==> config.mk <==
export PLATFORM = sky130hd
export DESIGN_NAME = ntt_seq_ctrl
export DESIGN_NICKNAME = d
export VERILOG_FILES = /design/src/rtl/ntt_seq_ctrl.sv
export SDC_FILE = /design/constraint.sdc
export NUM_CORES = 1
export LEC_CHECK = 0
export ABC_AREA = 0
export CAP_MARGIN = 20
export CORE_MARGIN = 2
export CORE_UTILIZATION = 39
export CTS_CLUSTER_DIAMETER = 120
export DETAILED_ROUTE_END_ITERATION = 10
export PLACE_DENSITY_LB_ADDON = 0.12
export SLEW_MARGIN = 10
export SYNTH_ARGS = -nofsm -noshare
export SYNTH_HDL_FRONTEND = slang
export SYNTH_SLANG_ARGS = --single-unit
export TNS_END_PERCENT = 1
==> constraint.sdc <==
create_clock -name i_clk -period 2.6 [get_ports i_clk]
set_clock_uncertainty 0.15 [all_clocks]
set_input_delay 0.65 -clock i_clk [delete_from_list [all_inputs] [get_ports i_clk]]
set_output_delay 0.65 -clock i_clk [all_outputs]
set_load 0.005 [all_outputs]
==> src/rtl/ntt_seq_ctrl.sv <==
// rtl/ntt_seq_ctrl.sv - pass sequencer for the mixed-radix NTT address/enable FSM
// Walks radix-2 pass, drain, radix-4 pass, drain; watchdog guards each radix pass.
module ntt_seq_ctrl #(
   parameter int unsigned DRAIN2 = 9,
   parameter int unsigned DRAIN4 = 15,
   parameter int unsigned WDOG   = 255
) (
   input  logic        i_clk,
   input  logic        i_rst,
   input  logic        i_start,
   input  logic        i_radix4_only,
   input  logic        i_abort,
   input  logic [1:0]  i_done_flag,
   output logic [2:0]  o_conf,
   output logic        o_busy,
   output logic        o_done,
   output logic        o_err,
   output logic [15:0] o_cycles
);

   typedef enum logic [2:0] {
      S_IDLE, S_R2, S_DR2, S_R4, S_DR4, S_DONE, S_ERR
   } state_t;

   localparam logic [7:0] LP_DR2_LAST  = 8'(DRAIN2 - 1);
   localparam logic [7:0] LP_DR4_LAST  = 8'(DRAIN4 - 1);
   localparam logic [7:0] LP_WDOG_LAST = 8'(WDOG - 1);

   state_t      r_state;
   logic [7:0]  r_phase;
   logic [2:0]  r_conf;
   logic        r_busy;
   logic        r_done;
   logic        r_err;
   logic [15:0] r_cycles;

   state_t      w_next;
   logic        w_launch;
   logic [7:0]  w_phase;
   logic [2:0]  w_conf;
   logic        w_busy;
   logic        w_done;
   logic        w_err;
   logic [15:0] w_cycles;

   always_comb begin
      w_next   = r_state;
      w_launch = 1'b0;
      case (r_state)
         S_IDLE, S_ERR: begin
            if (i_start) begin
               w_launch = 1'b1;
               w_next   = i_radix4_only ? S_R4 : S_R2;
            end
         end
         // The expected flag is checked first so it wins a tie with the watchdog.
         S_R2: begin
            if (i_done_flag == 2'b01)          w_next = S_DR2;
            else if (r_phase == LP_WDOG_LAST)  w_next = S_ERR;
         end
         S_DR2: if (r_phase == LP_DR2_LAST) w_next = S_R4;
         S_R4: begin
            if (i_done_flag == 2'b10)          w_next = S_DR4;
            else if (r_phase == LP_WDOG_LAST)  w_next = S_ERR;
         end
         S_DR4: if (r_phase == LP_DR4_LAST) w_next = S_DONE;
         S_DONE: w_next = S_IDLE;
         default: w_next = S_IDLE;
      endcase
      if (i_abort && (r_state != S_IDLE)) begin
         w_next   = S_IDLE;
         w_launch = 1'b0;
      end
   end

   // Outputs are decoded from the next state so they register on the same edge.
   always_comb begin
      w_conf = 3'b000;
      w_busy = 1'b0;
      w_done = 1'b0;
      w_err  = 1'b0;
      case (w_next)
         S_R2:    begin w_conf = 3'b001; w_busy = 1'b1; end
         S_DR2:   begin w_conf = 3'b011; w_busy = 1'b1; end
         S_R4:    begin w_conf = 3'b010; w_busy = 1'b1; end
         S_DR4:   begin w_conf = 3'b100; w_busy = 1'b1; end
         S_DONE:  begin w_done = 1'b1;   w_busy = 1'b1; end
         S_ERR:   w_err = 1'b1;
         default: w_conf = 3'b000;
      endcase
   end

   always_comb begin
      w_phase = r_phase;
      if (w_next != r_state)
         w_phase = 8'd0;
      else if (r_state == S_R2 || r_state == S_DR2 || r_state == S_R4 || r_state == S_DR4)
         w_phase = r_phase + 8'd1;
   end

   always_comb begin
      w_cycles = r_cycles;
      if (w_launch)
         w_cycles = 16'd0;
      else if (r_busy && (r_cycles != 16'hFFFF))
         w_cycles = r_cycles + 16'd1;
   end

   always_ff @(posedge i_clk or posedge i_rst) begin
      if (i_rst) begin
         r_state  <= S_IDLE;
         r_phase  <= 8'd0;
         r_conf   <= 3'b000;
         r_busy   <= 1'b0;
         r_done   <= 1'b0;
         r_err    <= 1'b0;
         r_cycles <= 16'd0;
      end else begin
         r_state  <= w_next;
         r_phase  <= w_phase;
         r_conf   <= w_conf;
         r_busy   <= w_busy;
         r_done   <= w_done;
         r_err    <= w_err;
         r_cycles <= w_cycles;
      end
   end

   assign o_conf   = r_conf;
   assign o_busy   = r_busy;
   assign o_done   = r_done;
   assign o_err    = r_err;
   assign o_cycles = r_cycles;

endmodule

==> impl_results.md, run 1 <==
- Row cnt: 24
- Post-synthesis mux area share: ~1.1%
- Synthesized Nets: between 200 and 250
- Starting density of the core: between 40 and 50%
- Worst-path clk slew: roughly 0.07 ns
- Max Cap Viol: 0
- Port bufs: 28
- Syn_area_per_cell: 9.42 um2
- Antenna Nets Post-Route: 0
- Worst skew pair latency: about 0.28 ns
- Peak supply drop: 0.397 mV
- Compound-Gate Fraction of Synth Area: ~11%
- Outcome: complete, no violations
- Seq/Total Area, Yosys: 45.6%
- First-pass GRT wire length: about 6.5 mm
- PwrDens: about 830 nW/um2
- All-Layer GR Usage: 16.1%
- Clk buf depth: 2
- Fin. max-slew vios: 0
- Synth Area in Adders: 2.77%
- RSZ-0062 raised after global routing: no
- Post-CTS resize count: 0
- Vias/cell: 5.35
- Most common cell after layout, fill and taps aside: dfrtp_1
- Largest family of logic cells by synthesized area: simple AND/OR/NAND/NOR gates
- Fmax: ~410 MHz
- Pleak: 1.01 nW
- Ys flop type: dfrtp_1
- Worst-Margin Slew: approximately 0.43 ns
- Synth Area in XOR/XNOR: a little under a tenth
- Worst EP required: roughly 2.6 ns
- H-tree depth: 2
- GRT Residual Overflow: 0
- Most frequent cells in the layout: dfrtp_1 (33), clkdlybuf4s50_1 (28), nor2_1 (22)
- Footprint of the multi-input gates: just over 900 um2
- Register area: 826 um2
- Initial antenna violation count: 0
- Final nets: around 250
- Post-synth EDFFs: 0
- CP arrival: about 2.5 ns
- Die area: roughly 5200 um2
- ANT cells: 0
- Simple-gate share of the synthesized area: approximately 27%
- Final hold violations: 0
- # hold bufs at CTS: 0
- Synth cell types: 43
- Final Core Density: roughly 52%
- Area Overhead vs Synth: 27.7%
- Die Wd: around 72 um
- Hold Slack: approximately 0.43 ns
- TritonCTS Buffers: 5
- Startpoint types: input pin
- Routed len/inst: 13.1 um
- CTS tree: done
- FF+latch count, synth: 33
- Setup Fix Bufs, Post-CTS: 0
- Critical path class: in -> reg
- Clock sinks: 33
- YS warnings: 0
- Synth Cell Area: between 1500 and 2000 um2
- Hpwl dp: between 2 and 3 mm
- Async set-reset flop share out of synthesis: 100%
- Largest net degree at the start of global routing: 34
- Ports: 29
- Mapped Cells: about 190
- Period utilization: between 90% and 100%
- Core footprint: ~4400 um2
- Layout cells sized above 1: between 10% and 20%
- Max_slew headroom: just over 70%
- Vias in the first global route: 1,544
- Peak fanout along the critical path: 8
- Final Setup Violations: 0
- Starting DRC count in detailed routing: between 70 and 80
- Die height: between 70 and 80 um
- Minimum clock period after layout: 2.44 ns
- Pre-Repair DR Iteration Count: 4
- Total length of routed wires: ~3.8 mm
- Root Driver: clkbuf_8
- Worst Hold Class: reg -> reg
- Via Count: 1,540
- Routability cong.: roughly 0.88
- Remaining DRCs: 0
- # fillers: roughly 420
- Setup crit end kind: register
==> synth_stat cells, types with 2 or more instances <==
library cell / n / share of area [%]
a211oi_1: 2 / 0.83
a21oi_1: 7 / 1.9
a31oi_1: 2 / 0.69
a41oi_1: 2 / 0.97
and2_1: 2 / 0.69
and3_1: 8 / 2.8
and4_1: 2 / 0.97
dfrtp_1: 33 / 46
ha_1: 4 / 2.8
inv_1: 9 / 1.9
mux2i_1: 2 / 1.1
nand2_1: 12 / 2.5
nand3_1: 8 / 2.2
nand3b_1: 2 / 0.83
nand4_1: 5 / 1.7
nor2_1: 22 / 4.6
nor2b_1: 2 / 0.69
nor3_1: 14 / 3.9
nor3b_1: 3 / 1.2
o21a_1: 2 / 0.83
o21ai_0: 5 / 1.4
o22ai_1: 2 / 0.69
or2_2: 3 / 1.0
or3_1: 3 / 1.0
xnor2_1: 10 / 4.8
xor2_1: 9 / 4.4
==> state kept, by name (all words and copies together) (netlist names) <==
signal    count
r_phase       8
o_busy        1
o_err         1
r_state       3
o_conf        3
o_cycles     16
o_done        1
==> power breakdown <==
| group | switching (mW) | internal, mW |
|---|---|---|
| Clock | 0.178 | 0.210 |
| Combinational | 0.411 | 0.419 |
| Sequential | 0.0907 | 0.598 |
| Total | 0.680 | 1.23 |
==> stage by stage <==
stage | power, mW | setup WS [ns] | TNS (ns) | instances | instance area [um2]
2_1_floorplan | 1.20 | 0.194 | 0 | 192 | 1810
3_3_place_gp | 1.52 | -0.0774 | -0.709 | 281 | 2220
3_5_place_dp | 1.54 | -0.129 | -1.10 | 281 | 2220
4_1_cts | 1.94 | 0.164 | 0 | 288 | 2310
5_1_grt | 2.05 | 0.0729 | 0 | 288 | 2310
6_report | 1.91 | 0.156 | 0 | 288 | 2310
==> cell type report <==
cell class | count | share of cell area, %
multi-input cells | 146 | 39.9
flip-flops and latches | 33 | 35.7
repair buffers | 41 | 16.4
clock buffers | 7 | 3.74
well taps | 52 | 2.82
inverters | 9 | 1.46
==> routing by layer <==
layer	vias to the layer above	track usage, %	share of wire (%)
li1	763	-	-
met1	740	19.3	45
met2	31	26.4	50
met3	6	3.89	4.2
met4	0	8.81	1.6
met5	-	0	0
==> cell families (layout without fill, tap and decap cells) <==
kind of cell             count (synthesis)  in the layout
AND/OR/NAND/NOR                         93             93
flip-flops                              33             33
AO/OA/AOI/OAI                           28             28
XOR/XNOR                                19             19
buffers and inverters                   13             57
adder cells (fa/ha/maj)                  4              4
multiplexers                             2              2
==> worst max-delay path: stages <==
cell,delay [ns]
clkdlybuf4s50_1,0.49
and2b_1,0.13
o22ai_1,0.07
a222oi_1,0.41
a211oi_1,0.15
o32a_4,0.38
nor3_1,0.21
==> final timing paths <==
path	startpoint	endpoint	slack, ns	depth (start not counted)
max in group asynchronous	i_rst	o_cycles[14]	1.38	3
setup reg to reg	r_state[2]	r_phase[6]	0.28	7
hold reg to reg	o_cycles[2]	o_cycles[2]	0.43	2
min in group asynchronous	i_rst	o_cycles[2]	0.61	3
setup / recovery	i_start	r_phase[6]	0.16	7
hold / removal	o_cycles[2]	o_cycles[2]	0.43	2
(Power assumes the default switching activity.)
==> run 2, diff against run 1 <==
- CORE_UTILIZATION: 39 -> 53
==> run 2 against run 1 <==
Against the previous run:
- combinational power shrank 4.2%
- sequential cell count is the same
- count of clock-buffer cells in the layout is 1 higher
- critical path type unchanged
- highest routed layer unchanged
==> impl_results.md, run 2 (synthesis gave the netlist of run 1 again) <==
- Worst skew pair latency: about 0.32 ns
- Die Wd: about 62 um
- Most common cell after layout, fill and taps aside: dfrtp_1
- Final nets: 245
- Die area: around 3900 um2
- Routability cong.: around 0.87
- Final Cell Area: about 2300 um2
- Die height: ~62 um
- Logic pwr share: roughly 45%
- First-pass GRT wire length: ~6.6 mm
- Total power: 1.77 mW
- Remaining DRCs: 0
- Post-CTS resize count: 0
- Worst EP required: 2.71 ns
- Max FFs per register: 16
- Outcome: complete, no violations
- Root Driver: clkbuf_4
- Via Count: about 1,500
- Routed len/inst: approximately 13 um
- Layout cells sized above 1: roughly a tenth
- Switching fraction of total power: a little under two fifths
- Peak fanout along the critical path: 4
- Critical path class: in -> reg
- CP arrival: between 2 and 3 ns
- # hold bufs at CTS: 0
- Largest net degree at the start of global routing: 34
- Final Setup Violations: 0
- Max Cap Viol: 0
- Critical path buffer and inverter count: 2
- Clk pwr share: around 15%
- ANT cells: 0
- Port bufs: 28
- Ports: 29
- Setup crit end kind: register
- Startpoint types: input pin
- TritonCTS Buffers: 5
- Placed cells: around 270
- Worst-Margin Slew: between 0.6 and 0.7 ns
- GRT Residual Overflow: 0
- Minimum clock period after layout: ~2.4 ns
- Antenna Nets Post-Route: 0
- Int Power: 1.11 mW
- Starting density of the core: a little over half
- Period utilization: between 90 and 100%
- CP delay by family, top: buffers and inverters
- Dpl ws: -0.140 ns
- Peak supply drop: 0.436 mV
- Net load switching power: about 0.65 mW
- Flop pwr share: approximately 40%
- Total length of routed wires: ~3.5 mm
- H-tree depth: 2
- Area Overhead vs Synth: 24.4%
- Clock sinks: 33
- Crit-path cells: clkdlybuf4s50_1 -> and2b_1 -> o22ai_1 -> a222oi_1 -> buf_4 -> or3b_2 -> nor2_1
- Vias/cell: ~5.5
- Worst-path clk slew: around 0.09 ns
- RSZ-0062 raised after global routing: no
- Setup WS post-layout: between 0.15 and 0.2 ns
- Core footprint: ~3300 um2
- Worst path max stage delay: 0.52 ns
- Worst Hold Class: reg -> reg
- Starting DRC count in detailed routing: between 100 and 150
- Most frequent cells in the layout: dfrtp_1 (33), clkdlybuf4s50_1 (28), nor2_1 (22)
- Hold Slack: between 0.4 and 0.5 ns
- Placed Area: 2200 um2
- Initial antenna violation count: 0
- PwrDens: a little under 800 nW/um2
- CP max stage cell: clkdlybuf4s50_1
- Setup Fix Bufs, Post-CTS: 0
- Fmax: 412 MHz
- Vias in the first global route: about 1,500
- CTS tree: done
- Fin. max-slew vios: 0
- Final Core Density: 68.0%
- Row cnt: 21
- Clk buf depth: 2
- Max_slew headroom: a little over half
- Final Instance Count excl. Fillers: about 280
- Hpwl dp: approximately 2.7 mm
- Pleak: between 0.9 and 1 nW
- All-Layer GR Usage: 20.7%
- Pre-Repair DR Iteration Count: 4
- Final setup TNS: 0 ns
- Final hold violations: 0
-- run 2: changes by cell type in the layout (fill, tap and decap cells not counted) --
cell,change
buf_4,-2
clkbuf_4,+5
clkbuf_8,-6
clkbuf_1,+2
-- run 2: layout make-up --
class / count / area (um2)
multi-input cells: 146 / 922
well taps: 46 / 57.6
fillers: 278 / 1060
flip-flops and latches: 33 / 826
inverters: 9 / 33.8
clock buffers: 8 / 48.8
repair buffers: 39 / 363
-- run 2: power by group through the flow --
stage | Combinational (mW) | Sequential, mW | Clock (mW)
2_1_floorplan | 0.531 | 0.669 | 0
3_3_place_gp | 0.782 | 0.708 | 0
3_5_place_dp | 0.802 | 0.716 | 0
4_1_cts | 0.804 | 0.706 | 0.280
5_1_grt | 0.900 | 0.724 | 0.300
6_report | 0.795 | 0.705 | 0.270
-- run 2: worst min-delay path: cells and delay by family, from the launching register on --
kind	cells	cell delay, ns
XOR/XNOR	1	0.08
flip-flops	1	0.39
AND/OR/NAND/NOR	1	0.08
-- run 2: path summary, 6_finish.rpt --
| check | from | slack [ns] | to | depth (start not counted) |
|---|---|---|---|---|
| hold reg to reg | o_cycles[14] | 0.43 | o_cycles[14] | 2 |
| min in group asynchronous | i_rst | 0.57 | o_done | 3 |
| hold / removal | o_cycles[14] | 0.43 | o_cycles[14] | 2 |
| setup / recovery | i_start | 0.17 | o_conf[2] | 7 |
| setup reg to reg | r_state[1] | 0.25 | r_phase[0] | 7 |
| max in group asynchronous | i_rst | 1.44 | o_cycles[11] | 3 |
-- run 2: metal layers --
metal	share of wire, %	track usage, %	vias to the layer above	routed length [um]
met5	0	0	-	0
met4	2.2	7.50	0	78
met3	3.4	4.86	9	121
met2	50	35.5	29	1760
met1	44	25.7	742	1570
li1	-	-	762	-
